<file path="config.mk">
export PLATFORM = sky130hd
export DESIGN_NAME = mc_ctrl
export DESIGN_NICKNAME = d
export VERILOG_FILES = /design/src/rtl/mc_ctrl.sv
export SDC_FILE = /design/constraint.sdc
export NUM_CORES = 1
export LEC_CHECK = 0
export BUFFER_PORTS_ARGS = -buffer_cell sky130_fd_sc_hd__buf_2
export CAP_MARGIN = 20
export CORE_MARGIN = 1.5
export CORE_UTILIZATION = 30
export DETAILED_ROUTE_END_ITERATION = 12
export MAX_ROUTING_LAYER = met4
export PLACE_DENSITY_LB_ADDON = 0.25
export SLEW_MARGIN = 5
export SYNTH_ARGS = -nofsm -noshare
export SYNTH_HDL_FRONTEND = slang
export SYNTH_SLANG_ARGS = --single-unit
</file>
<file path="constraint.sdc">
create_clock -name clk -period 1.9 [get_ports clk]
set_input_delay 0.095 -clock clk [delete_from_list [all_inputs] [get_ports clk]]
set_output_delay 0.095 -clock clk [all_outputs]
set_load 0.005 [all_outputs]
</file>
<file path="src/rtl/mc_ctrl.sv">
// Multi-cycle MIPS control sequencer: FETCH/DECODE/EXEC/MEM/WB state machine driving datapath enables and mux selects.
// Optional build macro MC_HALT_EN adds a halt input that parks the sequencer in FETCH.
module mc_ctrl (
  input  logic       clk,
  input  logic       rst,
`ifdef MC_HALT_EN
  input  logic       halt,
`endif
  input  logic [5:0] Op,
  input  logic [5:0] Funct,
  input  logic       Zero,
  output logic       PCWrite,
  output logic       IRWrite,
  output logic       RegWrite,
  output logic       MemWrite,
  output logic       EXTOp,
  output logic       ALUSrc,
  output logic [4:0] ALUOp,
  output logic [3:0] NPCOp,
  output logic [1:0] GPRSel,
  output logic [1:0] WDSel,
  output logic [2:0] state,
  output logic       illegal
);

  typedef enum logic [2:0] {
    S_FETCH  = 3'd0,
    S_DECODE = 3'd1,
    S_EXEC   = 3'd2,
    S_MEM    = 3'd3,
    S_WB     = 3'd4
  } state_t;

  localparam logic [5:0] OP_RTYPE = 6'h00, OP_J = 6'h02, OP_JAL = 6'h03, OP_BEQ = 6'h04;
  localparam logic [5:0] OP_ADDI = 6'h08, OP_ORI = 6'h0D, OP_LW = 6'h23, OP_SW = 6'h2B;
  localparam logic [5:0] F_SLL = 6'h00, F_JR = 6'h08, F_ADDU = 6'h21, F_SUBU = 6'h23;
  localparam logic [5:0] F_AND = 6'h24, F_OR = 6'h25, F_SLT = 6'h2A;

  localparam logic [4:0] ALU_NOP = 5'd0, ALU_ADD = 5'd1, ALU_SUB = 5'd2, ALU_AND = 5'd3;
  localparam logic [4:0] ALU_OR = 5'd4, ALU_SLT = 5'd5, ALU_SLL = 5'd6;
  localparam logic [3:0] NPC_PC4 = 4'd0, NPC_BRANCH = 4'd1, NPC_JUMP = 4'd2, NPC_JR = 4'd3;

  state_t     state_reg, state_next;
  logic       fetch_hold;
  logic       is_legal;
  logic [4:0] alu_op_dec;
  logic       alu_src_dec;
  logic       ext_op_dec;

`ifdef MC_HALT_EN
  assign fetch_hold = halt;
`else
  assign fetch_hold = 1'b0;
`endif

  assign state = state_reg;

  always_ff @(posedge clk) begin
    if (rst) state_reg <= S_FETCH;
    else     state_reg <= state_next;
  end

  // ALU controls depend only on the instruction; EXEC, MEM and WB all present them.
  always_comb begin
    alu_op_dec  = ALU_NOP;
    alu_src_dec = 1'b0;
    ext_op_dec  = 1'b0;
    is_legal    = 1'b1;
    case (Op)
      OP_RTYPE: begin
        case (Funct)
          F_ADDU:  alu_op_dec = ALU_ADD;
          F_SUBU:  alu_op_dec = ALU_SUB;
          F_AND:   alu_op_dec = ALU_AND;
          F_OR:    alu_op_dec = ALU_OR;
          F_SLT:   alu_op_dec = ALU_SLT;
          F_SLL:   alu_op_dec = ALU_SLL;
          F_JR:    alu_op_dec = ALU_NOP;
          default: is_legal   = 1'b0;
        endcase
      end
      OP_J, OP_JAL: alu_op_dec = ALU_NOP;
      OP_BEQ:       alu_op_dec = ALU_SUB;
      OP_ORI: begin
        alu_op_dec  = ALU_OR;
        alu_src_dec = 1'b1;
      end
      OP_ADDI, OP_LW, OP_SW: begin
        alu_op_dec  = ALU_ADD;
        alu_src_dec = 1'b1;
        ext_op_dec  = 1'b1;
      end
      default: is_legal = 1'b0;
    endcase
  end

  always_comb begin
    state_next = state_reg;
    PCWrite  = 1'b0;
    IRWrite  = 1'b0;
    RegWrite = 1'b0;
    MemWrite = 1'b0;
    EXTOp    = 1'b0;
    ALUSrc   = 1'b0;
    ALUOp    = ALU_NOP;
    NPCOp    = NPC_PC4;
    GPRSel   = 2'd0;
    WDSel    = 2'd0;
    illegal  = 1'b0;
    case (state_reg)
      S_FETCH: begin
        if (!fetch_hold) begin
          IRWrite    = 1'b1;
          state_next = S_DECODE;
        end
      end
      S_DECODE: begin
        state_next = S_FETCH;
        if (!is_legal) begin
          // Undecoded instructions retire as a NOP so the program keeps moving.
          illegal = 1'b1;
          PCWrite = 1'b1;
        end else if (Op == OP_J) begin
          PCWrite = 1'b1;
          NPCOp   = NPC_JUMP;
        end else if (Op == OP_JAL) begin
          PCWrite  = 1'b1;
          NPCOp    = NPC_JUMP;
          RegWrite = 1'b1;
          GPRSel   = 2'd2;
          WDSel    = 2'd2;
        end else if (Op == OP_RTYPE && Funct == F_JR) begin
          PCWrite = 1'b1;
          NPCOp   = NPC_JR;
        end else begin
          state_next = S_EXEC;
        end
      end
      S_EXEC: begin
        ALUOp  = alu_op_dec;
        ALUSrc = alu_src_dec;
        EXTOp  = ext_op_dec;
        if (Op == OP_BEQ) begin
          PCWrite    = 1'b1;
          NPCOp      = Zero ? NPC_BRANCH : NPC_PC4;
          state_next = S_FETCH;
        end else if (Op == OP_LW || Op == OP_SW) begin
          state_next = S_MEM;
        end else begin
          state_next = S_WB;
        end
      end
      S_MEM: begin
        ALUOp  = alu_op_dec;
        ALUSrc = alu_src_dec;
        EXTOp  = ext_op_dec;
        if (Op == OP_SW) begin
          MemWrite   = 1'b1;
          PCWrite    = 1'b1;
          state_next = S_FETCH;
        end else begin
          state_next = S_WB;
        end
      end
      S_WB: begin
        ALUOp      = alu_op_dec;
        ALUSrc     = alu_src_dec;
        EXTOp      = ext_op_dec;
        RegWrite   = 1'b1;
        PCWrite    = 1'b1;
        GPRSel     = (Op == OP_RTYPE) ? 2'd0 : 2'd1;
        WDSel      = (Op == OP_LW) ? 2'd1 : 2'd0;
        state_next = S_FETCH;
      end
      default: state_next = S_FETCH;
    endcase
    // Reset aborts the instruction in flight: no write of any kind in that cycle.
    if (rst) begin
      PCWrite  = 1'b0;
      IRWrite  = 1'b0;
      RegWrite = 1'b0;
      MemWrite = 1'b0;
      EXTOp    = 1'b0;
      ALUSrc   = 1'b0;
      ALUOp    = ALU_NOP;
      NPCOp    = NPC_PC4;
      GPRSel   = 2'd0;
      WDSel    = 2'd0;
      illegal  = 1'b0;
    end
  end

endmodule
</file>
==> impl_metrics.json, run 1 <==
{
  "clkPwrFrac_pct": 37.6,
  "post-place-cells": 168,
  "hold_viol_final": 0,
  "nNetsFinal": 160,
  "setup-violations-final": 0,
  "yosysWarnings": 0,
  "cts_hold_buf": 0,
  "ys_seq_elements": 3,
  "p_switching_uw": 107,
  "period_share_pct": 95.8,
  "cts_buffers": 3,
  "largest_register_ffs": 3,
  "holdPathEnd": "state[0]$_SDFF_PP0_",
  "grt_max_degree": 13,
  "regArea_um2": 63.8,
  "critPathSlowestCell": "dfxtp_2",
  "ant_nets": 0,
  "cts_tree": "done",
  "clockBufferDepth": 2,
  "vias": 926,
  "timing.fmax_ghz": 0.549,
  "r2r_cells": 4,
  "min_path_cells": 2,
  "synthCells": 118,
  "hold_start": "rst",
  "first_iter_violations": 24,
  "setup.worst_path.start_class": "flip-flop",
  "antenna_found_initial": 0,
  "cellPowerDensity_mw_per_mm2": 325,
  "wl_per_cell_um": 11.9,
  "final_cells": 172,
  "n_fill_cell": 241,
  "ys_seq_area_share_pct": 8.03,
  "grt_pass1_vias": 778,
  "worstPathArrival_ns": 1.73,
  "synth_common_cells": "nor2_1 (18), a21oi_1 (12), nand2_1 (10)",
  "yosysMostFrequentCell": "nor2_1",
  "netlist_area_um2": 748,
  "clock-root-buffer": "clkbuf_4",
  "pwr-share-seq_pct": 23.9,
  "rsz0062_at_grt": "false",
  "combPwrFrac_pct": 38.5,
  "cts_sinks": 3,
  "status": "complete, no violations",
  "diodes": 0,
  "ir_worst_vdd_mv": 0.245,
  "rr_endpoint": "state[1]$_SDFF_PP0_",
  "period_needed_ns": 1.82,
  "slew_viol_final": 0,
  "slew_headroom_pct": 66.2,
  "cap_violations": 0,
  "die-height_um": 52.9,
  "worst_setup_path_end_kind": "output port",
  "r2r_setup_slack_ns": 0.76,
  "setup_tns_ns": 0,
  "report.power.total_uw": 298,
  "hp-class": "primary input to flip-flop",
  "worst_pin_slew_ns": 0.500,
  "cts_setup_buffers": 0,
  "grt_overflow": 0,
  "crit_required_ns": 1.80,
  "avgViaCountPerCell": 5.38,
  "synth_edf_count": 0,
  "die_area_mm2": 0.00280,
  "multi_input_area_um2": 619,
  "crit_chain": "nor2b_2, a21oi_1, or3_1, or2_1, a21oi_1, buf_2",
  "p_sw_share_pct": 35.8,
  "dr.pass1.iters": 4,
  "ys_async_sr_fraction_pct": 0,
  "drt-total-wl_um": 2040,
  "leakage_nw": 0.396,
  "core_area_mm2": 0.00228,
  "finClkSkew_ns": 0.00271,
  "synthTopCellsByArea": "nor2_1 (9.0%), a21oi_1 (8.0%), dfxtp_1 (8.0%), buf_4 (6.0%), nand2_1 (5.0%)",
  "rows": 17,
  "crit_path_frequent_cell": "a21oi_1",
  "io_buffers": 33,
  "drc": 0,
  "die_w_um": 52.9,
  "track_usage_pct": 15.9,
  "yosysUniqueCellTypes": 44,
  "ctsHtreeMaxLevel": 1,
  "p_int_uw": 191,
  "syn_area_per_cell_um2": 6.34,
  "hpwlAfterDp_um": 1630,
  "top_level_ports": 38,
  "gp_congestion": 0.862,
  "r2r-start": "state[2]$_SDFF_PP0_",
  "ys.flop_type": "dfxtp_1",
  "cp_max_fo": 8,
  "synth_top_cell_by_area": "nor2_1",
  "drive_above_1_share_pct": 34.7,
  "clock_latency_ns": 0.23,
  "start_util_pct": 32.9,
  "cpPeakStageDelay_ns": 0.38,
  "clk_pin_slew_worst_paths_ns": 0.04,
  "grt_pass1_wl_um": 3310,
  "timing.final.ws_setup_ns": 0.0798,
  "utilization_pct": 40.3,
  "syn_to_final_growth_pct": 22.6,
  "path_class": "flip-flop to output port",
  "place_ws_ns": 0.144,
  "yosys.area.top_type_share_pct": 9.03
}
area by class of cell:
cell class                 instances  area share [%]
timing repair buffer              33            18.0
tap                               28            3.82
clock buffer                       4            2.86
sequential                         3            6.96
multi-input combinational        102            67.5
inverter                           2           0.819
worst max-delay path, delay by kind of cell (launching register included):
family	cells	cell delay, ns
buffers and inverters	1	0.12
AO/OA/AOI/OAI	2	0.19
flip-flops	1	0.38
AND/OR/NAND/NOR	3	0.81
repair_timing:
action | CTS | global route
endpoints found under the setup margin | 2 | 3
pin swaps | 0 | 1
gates resized for setup | 2 | 5
metrics by stage:
step,cell area [um^2],hold WS [ns]
global placement,875,0.389
floorplan,759,0.178
finish,917,0.142
detailed placement,875,0.388
global route,917,0.167
CTS,905,0.153
worst max path at each step:
stage,depth (start not counted),end,from,slack [ns]
floorplan,7,WDSel[1],Op[1],0.26
global placement,7,GPRSel[1],Op[2],0.21
detailed placement,7,WDSel[1],Op[2],0.14
CTS,6,ALUOp[0],state[0]$_SDFF_PP0_,0.01
global route,6,ALUOp[0],state[1]$_SDFF_PP0_,0.01
finish,6,ALUOp[0],state[1]$_SDFF_PP0_,0.08
per-layer routing:
| layer | part of all wire (%) | track usage [%] |
|---|---|---|
| met1 | 48 | 21.7 |
| met5 | 0 | - |
| met3 | 6.9 | 3.67 |
| met4 | 0 | 2.56 |
| met2 | 45 | 24.4 |
cells by family after synthesis:
logic type	share of synthesized area [%]
buf+inv	12.4
simple gates	46.7
compound gates	28.9
flops	8.03
other cells	0.501
xor+xnor	3.51
placed cells by master (no fill, tap or decap), types with 2 or more instances in the layout:
| master | instances |
|---|---|
| inv_1 | 2 |
| or2_2 | 2 |
| nor4_1 | 2 |
| clkbuf_4 | 3 |
| nor3_1 | 6 |
| a21oi_1 | 12 |
| nand3_1 | 5 |
| conb_1 | 4 |
| nor3b_1 | 3 |
| o21ai_0 | 4 |
| nand2b_1 | 3 |
| nand4_1 | 2 |
| dfxtp_2 | 3 |
| xor2_1 | 2 |
| buf_2 | 33 |
| o32ai_1 | 3 |
| nand2_1 | 10 |
| nor2_1 | 17 |
| or3_1 | 3 |
power groups by stage:
| stage | logic [mW] | registers (mW) | clock network (mW) |
|---|---|---|---|
| 6_report | 0.115 | 0.0712 | 0.112 |
| 3_5_place_dp | 0.113 | 0.0712 | 0 |
| 3_3_place_gp | 0.113 | 0.0713 | 0 |
| 4_1_cts | 0.114 | 0.0706 | 0.114 |
| 5_1_grt | 0.130 | 0.0721 | 0.121 |
| 2_1_floorplan | 0.0873 | 0.0703 | 0 |
No activity file was read; power rests on OpenSTA's default activity.
==> run 2, diff against run 1 <==
--- a/config.mk
+++ b/config.mk
@@ -7,6 +7,7 @@
 export LEC_CHECK = 0
 export BUFFER_PORTS_ARGS = -buffer_cell sky130_fd_sc_hd__buf_2
 export CAP_MARGIN = 20
+export CORE_ASPECT_RATIO = 0.9
 export CORE_MARGIN = 1.5
 export CORE_UTILIZATION = 30
 export DETAILED_ROUTE_END_ITERATION = 12
==> run 2 against run 1 <==
Against the previous run:
- global-route usage is 1.1 points higher
- clock power is 5% higher
- sequential power is 1% lower
- setup slack better by 0.032 ns
==> impl_metrics.json, run 2 (synthesized netlist as in run 1, its figures left out) <==
{
  "timing.fmax_ghz": 0.559,
  "nNetsFinal": 161,
  "hp-class": "primary input to flip-flop",
  "cts_buffers": 3,
  "grt_overflow": 0,
  "ctsHtreeMaxLevel": 1,
  "largest_register_ffs": 3,
  "clockBufferDepth": 2,
  "cap_violations": 0,
  "die_area_mm2": 0.00280,
  "cts_sinks": 3,
  "cts_hold_buf": 0,
  "core_area_mm2": 0.00226,
  "clock_latency_ns": 0.24,
  "report.power.total_uw": 307,
  "final_cells": 172,
  "antenna_found_initial": 0,
  "hpwlAfterDp_um": 1660,
  "grt_max_degree": 13,
  "first_iter_violations": 23,
  "ant_nets": 0,
  "period_needed_ns": 1.79,
  "cpPeakStageDelay_ns": 0.37,
  "setup-violations-final": 0,
  "setup_tns_ns": 0,
  "crit_chain": "nor2_4, a21oi_1, or3_4, or2_1, a21oi_1, buf_2",
  "finClkSkew_ns": 0.00727,
  "top_level_ports": 38,
  "worst_pin_slew_ns": 0.493,
  "rsz0062_at_grt": "false",
  "start_util_pct": 33.1,
  "ir_worst_vdd_mv": 0.365,
  "cts_tree": "done",
  "wl_per_cell_um": 12.6,
  "syn_to_final_growth_pct": 24.6,
  "worstPathArrival_ns": 1.69,
  "leakage_nw": 0.403,
  "cellPowerDensity_mw_per_mm2": 329,
  "crit_path_frequent_cell": "a21oi_1",
  "grt_pass1_wl_um": 3800,
  "io_buffers": 33,
  "critPathSlowestCell": "dfxtp_4",
  "period_share_pct": 94.1,
  "cp_max_fo": 8,
  "status": "complete, no violations",
  "layout_commonest_cell": "buf_2",
  "grt_pass1_vias": 833,
  "track_usage_pct": 17.0,
  "worst_setup_path_end_kind": "output port",
  "drt-total-wl_um": 2170,
  "rows": 16,
  "vias": 940,
  "post-place-cells": 168,
  "dr.pass1.iters": 4,
  "utilization_pct": 41.2,
  "path_class": "flip-flop to output port",
  "setup.worst_path.start_class": "flip-flop",
  "avgViaCountPerCell": 5.47,
  "crit_required_ns": 1.80,
  "gp_congestion": 0.849,
  "slew_viol_final": 0,
  "drc": 0,
  "slew_headroom_pct": 66.7,
  "final_cell_mix": "buf_2 (33), nor2_1 (17), a21oi_1 (12), nand2_1 (10), nor3_1 (6)",
  "diodes": 0,
  "die-height_um": 50.4,
  "die_w_um": 55.6,
  "drive_above_1_share_pct": 34.5,
  "fin_hold_ws_ns": 0.140,
  "clk_pin_slew_worst_paths_ns": 0.04,
  "clock-root-buffer": "clkbuf_4",
  "hold_viol_final": 0
}
==> run 2: through the flow <==
| step | instance area [um^2] | worst slack, ns |
|---|---|---|
| floorplan | 759 | 0.260 |
| global placement | 881 | 0.191 |
| detailed placement | 881 | 0.163 |
| CTS | 911 | 0.0184 |
| global route | 932 | 0.00387 |
| finish | 932 | 0.112 |
==> run 2: where the power goes <==
group / total [mW] / leakage [nW] / internal [mW] / switching, mW
combinational: 0.118 / 0.363 / 0.0474 / 0.0708
clock: 0.118 / 0.0150 / 0.0791 / 0.0388
sequential: 0.0705 / 0.0255 / 0.0648 / 0.00573
==> run 2: worst max-delay path: cells and delay by family, from the launching register on <==
family / cells / cell delay (ns)
AO/OA/AOI/OAI: 2 / 0.23
buffers and inverters: 1 / 0.13
flip-flops: 1 / 0.37
AND/OR/NAND/NOR: 3 / 0.73
==> run 2: cell type report <==
cell class	count	area, um^2
clock buffer	4	26.3
fill	256	1330
inverter	2	7.51
multi-input combinational	102	627
sequential	3	65.1
tap	27	33.8
timing repair buffer	34	173
==> run 2: what timing repair did <==
| action | in CTS | in global routing |
|---|---|---|
| endpoints found under the hold margin | 0 | 0 |
| setup endpoints to repair | 2 | 4 |
| pin swaps | 1 | 0 |
| gates resized for setup | 2 | 7 |
| setup buffers | 0 | 0 |
==> run 2: worst paths after layout <==
kind,startpoint,to,slack [ns],depth (start not counted)
setup / recovery,state[1]$_SDFF_PP0_,ALUOp[0],0.11,6
hold / removal,rst,state[0]$_SDFF_PP0_,0.14,2
setup reg to reg,state[2]$_SDFF_PP0_,state[1]$_SDFF_PP0_,0.61,5
hold reg to reg,state[1]$_SDFF_PP0_,state[0]$_SDFF_PP0_,0.53,1
==> run 2: metal layers <==
metal  up-vias  global-route usage [%]  routed length [um]
li1        481                       -                   -
met1       415                    25.1                1080
met2        42                    23.6                 907
met3         2                    4.38                 162
met4         0                    2.44                  14
met5         -                       -                   0
